### config.mk
export PLATFORM = sky130hd
export DESIGN_NAME = led_arbiter_flat
export DESIGN_NICKNAME = d
export VERILOG_FILES = /design/src/rtl/led_arbiter_pkg.sv /design/src/rtl/led_arbiter_if.sv /design/src/rtl/led_arbiter_rr_pick.sv /design/src/rtl/led_arbiter.sv /design/src/flat_wrapper.sv
export SDC_FILE = /design/constraint.sdc
export NUM_CORES = 1
export LEC_CHECK = 0
export CAP_MARGIN = 10
export CORE_UTILIZATION = 30
export DETAILED_ROUTE_END_ITERATION = 8
export GPL_TIMING_DRIVEN = 0
export SLEW_MARGIN = 20
export SYNTH_ARGS = -nofsm -noshare
export SYNTH_HDL_FRONTEND = slang
export SYNTH_HIERARCHICAL = 1
export SYNTH_SLANG_ARGS = --single-unit
export TNS_END_PERCENT = 30
### constraint.sdc
create_clock -name clk -period 2.9 [get_ports clk]
set_input_delay 0.58 -clock clk [delete_from_list [all_inputs] [get_ports clk]]
set_output_delay 0.58 -clock clk [all_outputs]
set_load 0.005 [all_outputs]
### src/rtl/led_arbiter_pkg.sv
// -----------------------------------------------------------------------------
// led_arbiter_pkg
// Shared definitions for the LED arbiter slice.
//   state_t : arbiter FSM encoding (IDLE = nobody owns the LEDs, OWN = one owner)
//   LED_W   : width of the board LED bank and of each requester's pattern
//   PWM_W   : width of the optional dimming PWM counter / brightness input
// -----------------------------------------------------------------------------
package led_arbiter_pkg;

    localparam int LED_W = 8;
    localparam int PWM_W = 4;

    typedef enum logic [0:0] {
        IDLE = 1'b0,
        OWN  = 1'b1
    } state_t;

endpackage : led_arbiter_pkg

### src/rtl/led_arbiter_if.sv
// -----------------------------------------------------------------------------
// led_arbiter_if
// Bundles the requester-facing and LED-facing signals of led_arbiter.
//   req        : per-requester level request (N_REQ bits)
//   led_data   : requester i pattern in bits [8i+7:8i]
//   grant      : one-hot owner indication
//   led        : LED drive
//   busy       : high while any grant bit is set
//   brightness : dimming level, present only with LED_ARBITER_DIM_EN defined
// Modports: master drives requests (requester side / bench), slave is the
// arbiter itself.
// -----------------------------------------------------------------------------
interface led_arbiter_if #(
    parameter int N_REQ = 4
);
    import led_arbiter_pkg::*;

    logic [N_REQ-1:0]       req;
    logic [LED_W*N_REQ-1:0] led_data;
    logic [N_REQ-1:0]       grant;
    logic [LED_W-1:0]       led;
    logic                   busy;
`ifdef LED_ARBITER_DIM_EN
    logic [PWM_W-1:0]       brightness;
`endif

`ifdef LED_ARBITER_DIM_EN
    modport master (output req, output led_data, output brightness,
                    input grant, input led, input busy);
    modport slave  (input req, input led_data, input brightness,
                    output grant, output led, output busy);
`else
    modport master (output req, output led_data,
                    input grant, input led, input busy);
    modport slave  (input req, input led_data,
                    output grant, output led, output busy);
`endif

endinterface : led_arbiter_if

### src/rtl/led_arbiter_rr_pick.sv
// -----------------------------------------------------------------------------
// rr_pick
// Combinational round-robin picker: returns the first index at or after
// i_start (wrapping modulo N_REQ) whose request is set and not excluded.
//   i_req   : request vector
//   i_excl  : mask of indices that may not win (current owner on preemption)
//   i_start : index where the priority search begins
//   o_idx   : winning index (0 when o_valid is low)
//   o_valid : at least one eligible request exists
// -----------------------------------------------------------------------------
module rr_pick #(
    parameter int N_REQ = 4,
    parameter int IDX_W = 2
) (
    input  logic [N_REQ-1:0] i_req,
    input  logic [N_REQ-1:0] i_excl,
    input  logic [IDX_W-1:0] i_start,
    output logic [IDX_W-1:0] o_idx,
    output logic             o_valid
);

    logic [N_REQ-1:0] w_cand;

    assign w_cand = i_req & ~i_excl;

    // Scan from farthest to nearest offset so the nearest candidate is written last and wins.
    always_comb begin
        int j;
        j       = 0;
        o_idx   = '0;
        o_valid = 1'b0;
        for (int k = N_REQ - 1; k >= 0; k--) begin
            j = int'(i_start) + k;
            if (j >= N_REQ) begin
                j = j - N_REQ;
            end else begin
                j = j;
            end
            if (w_cand[j]) begin
                o_idx   = IDX_W'(j);
                o_valid = 1'b1;
            end else begin
                o_idx   = o_idx;
            end
        end
    end

endmodule : rr_pick

### src/rtl/led_arbiter.sv
// -----------------------------------------------------------------------------
// led_arbiter
// Shares the 8 board LEDs between N_REQ requesters with round-robin grant and
// a maximum-hold quantum; shows IDLE_PATTERN while nobody owns the display.
//   clk   : system clock
//   rst_n : synchronous active-low reset
//   bus   : led_arbiter_if.slave (req, led_data in; grant, led, busy out;
//           brightness in when dimming is built in)
// Optional feature macro: LED_ARBITER_DIM_EN adds a 4-bit brightness input and
// a free-running PWM counter that gates the registered LED value.
// -----------------------------------------------------------------------------
module led_arbiter
    import led_arbiter_pkg::*;
#(
    parameter int                N_REQ        = 4,
    parameter logic [15:0]       MAX_HOLD     = 16'd50000,
    parameter logic [LED_W-1:0]  IDLE_PATTERN = 8'h01
) (
    input  logic         clk,
    input  logic         rst_n,
    led_arbiter_if.slave bus
);

    localparam int IDX_W = (N_REQ > 1) ? $clog2(N_REQ) : 1;

    state_t           r_state;
    state_t           w_next_state;
    logic [IDX_W-1:0] r_owner;
    logic [IDX_W-1:0] w_next_owner;
    logic [IDX_W-1:0] r_ptr;
    logic [IDX_W-1:0] w_next_ptr;
    logic [15:0]      r_hold_cnt;
    logic [15:0]      w_next_hold;
    logic [N_REQ-1:0] r_grant;
    logic [N_REQ-1:0] w_next_grant;
    logic [LED_W-1:0] r_led;
    logic [LED_W-1:0] w_next_led;
    logic             r_busy;

    logic [N_REQ-1:0] w_excl;
    logic [IDX_W-1:0] w_pick_idx;
    logic             w_pick_valid;
    logic [IDX_W-1:0] w_pick_next;
    logic             w_take;
    logic [LED_W-1:0] w_owner_data;

    // While owning, the owner is masked so a pick always means "someone else is waiting".
    assign w_excl       = (r_state == OWN) ? r_grant : {N_REQ{1'b0}};
    assign w_owner_data = bus.led_data[int'(r_owner) * LED_W +: LED_W];
    assign w_pick_next  = (w_pick_idx == IDX_W'(N_REQ - 1)) ? {IDX_W{1'b0}}
                                                            : w_pick_idx + IDX_W'(1);

    rr_pick #(
        .N_REQ (N_REQ),
        .IDX_W (IDX_W)
    ) u_rr_pick (
        .i_req   (bus.req),
        .i_excl  (w_excl),
        .i_start (r_ptr),
        .o_idx   (w_pick_idx),
        .o_valid (w_pick_valid)
    );

    // Next-state, grant handover, hold counting and LED source selection.
    always_comb begin
        w_next_state = r_state;
        w_next_owner = r_owner;
        w_next_ptr   = r_ptr;
        w_next_hold  = r_hold_cnt;
        w_next_grant = r_grant;
        w_next_led   = IDLE_PATTERN;
        w_take       = 1'b0;
        case (r_state)
            IDLE: begin
                w_next_led = IDLE_PATTERN;
                if (w_pick_valid) begin
                    w_take = 1'b1;
                end else begin
                    w_next_grant = {N_REQ{1'b0}};
                end
            end
            OWN: begin
                w_next_led = w_owner_data;
                if (!bus.req[r_owner]) begin
                    if (w_pick_valid) begin
                        w_take = 1'b1;
                    end else begin
                        w_next_state = IDLE;
                        w_next_grant = {N_REQ{1'b0}};
                        w_next_hold  = 16'd0;
                    end
                end else if ((MAX_HOLD != 16'd0) && (r_hold_cnt == MAX_HOLD) && w_pick_valid) begin
                    w_take = 1'b1;
                end else if (r_hold_cnt < MAX_HOLD) begin
                    w_next_hold = r_hold_cnt + 16'd1;
                end else begin
                    w_next_hold = MAX_HOLD;
                end
            end
            default: begin
                w_next_state = IDLE;
                w_next_grant = {N_REQ{1'b0}};
                w_next_hold  = 16'd0;
            end
        endcase
        // Any grant (fresh or handover) lands in OWN with a restarted quantum.
        if (w_take) begin
            w_next_state = OWN;
            w_next_owner = w_pick_idx;
            w_next_ptr   = w_pick_next;
            w_next_hold  = 16'd0;
            w_next_grant = {{(N_REQ - 1){1'b0}}, 1'b1} << w_pick_idx;
        end else begin
            w_next_owner = w_next_owner;
        end
    end

    // FSM state register.
    always_ff @(posedge clk) begin
        if (!rst_n) begin
            r_state <= IDLE;
        end else begin
            r_state <= w_next_state;
        end
    end

    // Datapath registers: owner, pointer, quantum counter and registered outputs.
    always_ff @(posedge clk) begin
        if (!rst_n) begin
            r_owner    <= {IDX_W{1'b0}};
            r_ptr      <= {IDX_W{1'b0}};
            r_hold_cnt <= 16'd0;
            r_grant    <= {N_REQ{1'b0}};
            r_busy     <= 1'b0;
            r_led      <= IDLE_PATTERN;
        end else begin
            r_owner    <= w_next_owner;
            r_ptr      <= w_next_ptr;
            r_hold_cnt <= w_next_hold;
            r_grant    <= w_next_grant;
            r_busy     <= |w_next_grant;
            r_led      <= w_next_led;
        end
    end

    assign bus.grant = r_grant;
    assign bus.busy  = r_busy;

`ifdef LED_ARBITER_DIM_EN
    logic [PWM_W-1:0] r_pwm_cnt;

    // Free-running PWM phase for dimming.
    always_ff @(posedge clk) begin
        if (!rst_n) begin
            r_pwm_cnt <= {PWM_W{1'b0}};
        end else begin
            r_pwm_cnt <= r_pwm_cnt + PWM_W'(1);
        end
    end

    // Gate after the register so dimming adds no latency; brightness 0 blanks.
    assign bus.led = r_led & {LED_W{(r_pwm_cnt < bus.brightness)}};
`else
    assign bus.led = r_led;
`endif

endmodule : led_arbiter

### src/flat_wrapper.sv
// flat-port wrapper written by rule: the top's interface ports become plain ports
module led_arbiter_flat import led_arbiter_pkg::*;
#(
    parameter int                N_REQ        = 4,
    parameter logic [15:0]       MAX_HOLD     = 16'd50000,
    parameter logic [LED_W-1:0]  IDLE_PATTERN = 8'h01
)
  (clk, rst_n, bus_req, bus_led_data, bus_grant, bus_led, bus_busy);
  led_arbiter_if #(.N_REQ(N_REQ)) bus_i ();
  input  logic clk;
  input  logic rst_n;
  input wire logic [$bits(bus_i.req)-1:0] bus_req;
  input wire logic [$bits(bus_i.led_data)-1:0] bus_led_data;
  output wire logic [$bits(bus_i.grant)-1:0] bus_grant;
  output wire logic [$bits(bus_i.led)-1:0] bus_led;
  output wire logic [$bits(bus_i.busy)-1:0] bus_busy;
  assign bus_i.req = bus_req;
  assign bus_i.led_data = bus_led_data;
  assign bus_grant = bus_i.grant;
  assign bus_led = bus_i.led;
  assign bus_busy = bus_i.busy;
  led_arbiter #(.N_REQ(N_REQ), .MAX_HOLD(MAX_HOLD), .IDLE_PATTERN(IDLE_PATTERN)) u_core (.clk(clk), .rst_n(rst_n), .bus(bus_i));
endmodule
==> flow_summary.yaml, run 1 <==
outcome:
  status: "complete, but fails checks"
  violations: "DRC"
placement:
  port_buffers: 49
  hpwlAfterDp_mm: 4.16
  post-place-ws_ns: -0.514
  gp_congestion: 0.833
yosys:
  synth_warnings: 6
  syn_area_per_cell_um2: 9.13
  synthesis.nets: 270
  synth-main-ff-cell: "dfxtp_1"
  syn-cell-area_um2: 2060
  syn-instance-count: 226
  ys_seq_area_share_pct: 33.0
  async_reset_ff_share_pct: 0
  synth_edf_count: 0
  ys_types: 54
  ys_ff_latch: 34
worst_setup_path:
  crit_required_ns: 3.08
  cp.buffers_inverters: 2
  critPathKind: "in2reg"
  crit_path_cell_trace: "clkdlybuf4s50_1 -> nand2b_1 -> o21a_1 -> nor4_4 -> inv_1 -> ha_1 -> or4_1 -> o211a_1"
  cp_slowest_stage_delay_ns: 0.53
  crit_fanout: 5
  reg2regPathDepth: 8
  crit_path_start_kind: "primary input"
  critPathTopFamily: "simple AND/OR/NAND/NOR gates"
  cp.arrival_ns: 2.90
  path_depth: 8
  cp_slowest_cell: "or4_1"
  critPathCaptureType: "register"
timing:
  setup_slack_ns: 0.177
  skew_ns: 0.00626
  final_hold_viol_count: 0
  setup-violations-final: 0
  min_period_ns: 2.72
  maxSlewHeadroom_pct: 48.7
  tightest_slew_ns: 0.762
  finalMaxSlewViolations: 0
  clock.fmax_mhz: 367
  rsz0062_at_grt: "no"
  timing.final.crit_share_pct: 93.9
routing:
  ant_nets: 0
  dr.pass1.iters: 6
  via_per_inst: 5.47
  drc: 2
  vias: 1962
  drt_iter0_drc: 170
  avgRoutedWirePerCell_um: 15.4
  finalWirelength_mm: 5.53
floorplan:
  die_area_um2: 7220
  std_cell_rows: 29
  die_w_um: 85.0
  io_pins: 51
  coreArea_um2: 6490
  initial_core_util_pct: 31.8
  die_h_um: 85.0
run:
  drv_cap: 0
hold_path:
  hold_depth: 2
  min-delay-path-class: "reg2reg"
pwr:
  power_frac_comb_pct: 36.8
  power_frac_clock_pct: 24.1
  pwr-share-seq_pct: 39.1
  internal_power_uw: 942
  p_total_mw: 1.38
  ir_worst_vdd_mv: 0.284
  p_per_area_nw_per_um2: 500
  switching_share_pct: 31.5
  leakagePower_nw: 0.964
  p_sw_uw: 433
final_layout:
  final_cell_mix: "49 x clkdlybuf4s50_1, 34 x dfxtp_1, 17 x nand2_1"
  drive_gt1_share_pct: 7.45
  area_growth_pct: 33.2
  layout.nets: 326
  mostFrequentLayoutCell: "clkdlybuf4s50_1"
  antenna_cells: 0
global_routing:
  grt_antenna_before_repair: 0
  grt_pass1_vias: 1952
  grt_max_degree: 11
  grt_use_total_pct: 16.7
  grt_pass1_wl_mm: 9.58
  overflow: 0
clock_network:
  clock_latency_ns: 0.29
  clockBufferDepth: 2
  post_cts_buffers: 0
  ctsRootBufferMaster: "clkbuf_8"
  cts_tree: "built"
  cts_max_level: 2
  clock-sinks: 34
  cts_buffers: 5
  cts.repair.resized: 1
  postCtsHoldBufs: 0
  clk_pin_slew_ns: 0.07
## cell families (layout without fill, tap and decap cells)
| logic type | Yosys count | in the layout | synth area share, % |
|---|---|---|---|
| flops | 34 | 34 | 33.0 |
| compound gates | 55 | 55 | 19.0 |
| fa+ha+maj | 6 | 6 | 3.64 |
| buf+inv | 28 | 84 | 5.88 |
| simple gates | 87 | 87 | 24.1 |
| mux | 16 | 16 | 14.5 |
## synth_stat cells, drive strengths merged, types with 2 or more instances
library cell / number / share of area (%)
o31ai: 6 / 2.2
inv: 13 / 2.4
o41ai: 4 / 1.7
nor4: 6 / 1.8
a211oi: 3 / 1.1
clkbuf: 9 / 1.7
and3: 9 / 2.7
o22ai: 2 / 0.61
o21ai: 9 / 2.2
o21a: 3 / 1.5
buf: 5 / 1.6
mux2i: 7 / 3.4
nor3: 2 / 0.48
or3: 4 / 1.2
or4: 4 / 1.5
a31oi: 6 / 1.8
dfxtp: 34 / 33
nand3: 8 / 1.9
and2: 9 / 2.7
mux4: 9 / 11
a21oi: 9 / 2.2
nor2: 12 / 2.2
nor3b: 3 / 1.1
a221oi: 2 / 0.85
nand4: 2 / 0.61
ha: 6 / 3.6
nand2b: 4 / 1.6
nand2: 17 / 3.1
## flip-flops by register name, summed over array words and instances (netlist names)
register / flops
u_core/r_ptr: 2
u_core/r_hold_cnt: 16
u_core/bus.busy: 1
u_core/r_state: 1
u_core/bus.led: 8
u_core/bus.grant: 4
u_core/r_owner: 2
## layout make-up
type                       count  area (um2)
fill                         635        3740
multi-input combinational    164        1280
sequential                    34         681
timing repair buffer          49         490
tap                           77        96.3
clock buffer                   7        76.3
buffer                        14        68.8
inverter                      14        52.6
## layer usage
layer	up-vias	part of all wire (%)	track usage, %
met1	923	45	20.9
met5	-	0	0
met3	12	4.6	3.21
met4	0	2.6	8.17
met2	54	47	27.5
li1	973	-	-
## worst register-to-register path, delay by kind of cell, from the launching register on
kind,cells,cell delay (ns)
adders and majority gates,1,0.22
and+or+nand+nor,4,1.40
AOI/OAI and AO/OA,2,0.41
DFF,1,0.45
buffers and inverters,1,0.12
## per-stage QoR
step / area, um2 / setup TNS (ns) / cells / utilization, % / hold slack (ns)
after detailed placement: 2650 / -0.554 / 352 / 40.8 / 0.505
after global routing: 2750 / 0 / 359 / 42.3 / 0.541
after global placement: 2650 / -0.447 / 352 / 40.8 / 0.500
after floorplan: 2060 / 0 / 226 / - / 0.471
final: 2750 / 0 / 359 / 42.3 / 0.517
after CTS: 2730 / 0 / 359 / 42.1 / 0.516
## final timing paths
kind | slack (ns) | to | from
setup / recovery | 0.18 | u_core/bus.busy | bus_req[1]
hold / removal | 0.52 | u_core/r_ptr[0] | u_core/r_ptr[0]
setup reg to reg | 0.20 | u_core/bus.busy | u_core/r_state
hold reg to reg | 0.52 | u_core/r_ptr[0] | u_core/r_ptr[0]
## power by group through the flow
| stage | registers (mW) | logic, mW | clock network (mW) |
|---|---|---|---|
| floorplan | 0.545 | 0.308 | 0 |
| CTS | 0.537 | 0.498 | 0.340 |
| global route | 0.544 | 0.561 | 0.365 |
| global placement | 0.546 | 0.488 | 0 |
| finish | 0.537 | 0.507 | 0.331 |
| detailed placement | 0.548 | 0.491 | 0 |
No activity file was read; power rests on OpenSTA's default activity.
==> run 2, diff against run 1 <==
--- a/config.mk
+++ b/config.mk
@@ -5,7 +5,6 @@
 export SDC_FILE = /design/constraint.sdc
 export NUM_CORES = 1
 export LEC_CHECK = 0
-export CAP_MARGIN = 10
 export CORE_UTILIZATION = 30
 export DETAILED_ROUTE_END_ITERATION = 8
 export GPL_TIMING_DRIVEN = 0
==> results of run 2 <==
The final DEF is identical to that of run 1; final timing and power are the same.
==> run 3, diff against run 2 <==
--- a/config.mk
+++ b/config.mk
@@ -5,6 +5,7 @@
 export SDC_FILE = /design/constraint.sdc
 export NUM_CORES = 1
 export LEC_CHECK = 0
+export CORE_MARGIN = 3
 export CORE_UTILIZATION = 30
 export DETAILED_ROUTE_END_ITERATION = 8
 export GPL_TIMING_DRIVEN = 0
==> flow_summary.yaml, run 3 (synthesis gave the netlist of run 1 again) <==
final_layout:
  layout.nets: 326
  antenna_cells: 0
  mostFrequentLayoutCell: "clkdlybuf4s50_1"
  largest_reg_flops: 16
  final_cell_mix: "49 x clkdlybuf4s50_1, 34 x dfxtp_1, 17 x nand2_1"
  largest-register: "u_core/r_hold_cnt"
  area_growth_pct: 33.0
  drive_gt1_share_pct: 7.80
timing:
  rsz0062_at_grt: "no"
  timing.final.crit_share_pct: 96.7
  finalMaxSlewViolations: 0
  min_period_ns: 2.80
  tns_ns: 0
  setup-violations-final: 0
  finalHoldWorstSlack_ns: 0.512
  tightest_slew_ns: 0.724
  clock.fmax_mhz: 357
  final_hold_viol_count: 0
  skew_ns: 0.00881
  maxSlewHeadroom_pct: 51.3
worst_setup_path:
  crit_fanout: 4
  rr_endpoint: "u_core/bus.busy"
  crit_path_start_kind: "primary input"
  crit_path_cell_trace: "clkdlybuf4s50_1 -> and3b_1 -> or3b_1 -> a2bb2oi_1 -> inv_1 -> ha_1 -> or4_1 -> o211a_1"
  critPathKind: "in2reg"
  reg2regPathDepth: 8
  critPathCaptureType: "register"
  cp_slowest_cell: "or4_1"
  reg2reg_slack_ns: 0.13
  cp.arrival_ns: 2.98
  crit_required_ns: 3.08
  cp_slowest_stage_delay_ns: 0.53
  timing.rr.start: "u_core/r_state"
floorplan:
  die_area_um2: 7910
  die_h_um: 89.0
  initial_core_util_pct: 31.8
  coreArea_um2: 6490
  std_cell_rows: 29
  die_w_um: 89.0
  io_pins: 51
clock_network:
  cts_tree: "built"
  clock-sinks: 34
  clockBufferDepth: 2
  cts_buffers: 5
  ctsRootBufferMaster: "clkbuf_8"
  clock_latency_ns: 0.28
  post_cts_buffers: 0
  clk_pin_slew_ns: 0.07
  cts_max_level: 2
routing:
  dr.pass1.iters: 4
  via_per_inst: 5.39
  vias: 1934
  finalWirelength_mm: 5.71
  ant_nets: 0
  drc: 0
  avgRoutedWirePerCell_um: 15.9
  drt_iter0_drc: 100
hold_path:
  holdPathEnd: "u_core/r_hold_cnt[15]"
  hold_start: "u_core/r_hold_cnt[15]"
  hold_depth: 2
  min-delay-path-class: "reg2reg"
global_routing:
  grt_pass1_wl_mm: 9.50
  grt_pass1_vias: 1916
  grt_antenna_before_repair: 0
  grt_use_total_pct: 15.6
  overflow: 0
  grt_max_degree: 11
pwr:
  ir_worst_vdd_mv: 0.305
  leakagePower_nw: 0.969
  p_per_area_nw_per_um2: 501
placement:
  hpwlAfterDp_mm: 4.34
  port_buffers: 49
  gp_congestion: 0.818
outcome:
  status: "completed"
run:
  drv_cap: 0
[run 3: worst max path at each step]
stage / cells after the start / to / from
after floorplan: 8 / u_core/bus.busy / u_core/r_state
after global placement: 8 / u_core/bus.busy / bus_req[0]
after detailed placement: 8 / u_core/bus.busy / bus_req[1]
after CTS: 8 / u_core/bus.busy / u_core/r_state
after global routing: 8 / u_core/bus.busy / u_core/r_state
final: 8 / u_core/bus.busy / bus_req[0]
[run 3: repair_timing]
action | CTS | global route
endpoints found under the setup margin | 1 | 1
resized for setup | 1 | 2
hold buffers | 0 | 0
[run 3: power by group]
part	internal, mW	switching [mW]	leakage (nW)
clock network	0.161	0.169	0.0438
logic	0.263	0.246	0.648
registers	0.511	0.0258	0.277
total	0.935	0.440	0.969
[run 3: final cells by class]
cell class                 count  area (um2)
tap                           77        96.3
sequential                    34         681
fill                         648        3750
clock inverter                 2        10.0
multi-input combinational    164        1280
buffer                        14        68.8
timing repair buffer          49         490
clock buffer                   5        68.8
inverter                      14        52.6
[run 3: through the flow]
step	utilization, %	instance area [um2]	power, mW	cells	worst slack, ns
2_1_floorplan	-	2060	0.854	226	0.253
3_3_place_gp	40.8	2650	1.04	352	-0.444
3_5_place_dp	40.8	2650	1.04	352	-0.490
4_1_cts	42.1	2740	1.38	359	0.0263
5_1_grt	42.3	2750	1.46	359	0.0242
6_report	42.3	2750	1.37	359	0.0966
[run 3: worst max-delay path, delay by kind of cell]
kind	cells	cell delay [ns]
AO/OA/AOI/OAI	2	0.52
adder cells (fa/ha/maj)	1	0.22
buffers and inverters	2	0.58
AND/OR/NAND/NOR	3	1.09
[run 3: layer usage]
metal  track usage, %  part of all wire [%]
met2             26.7                    51
met3             3.32                   3.7
met4             4.19                   1.4
met1             19.9                    44
met5                0                     0
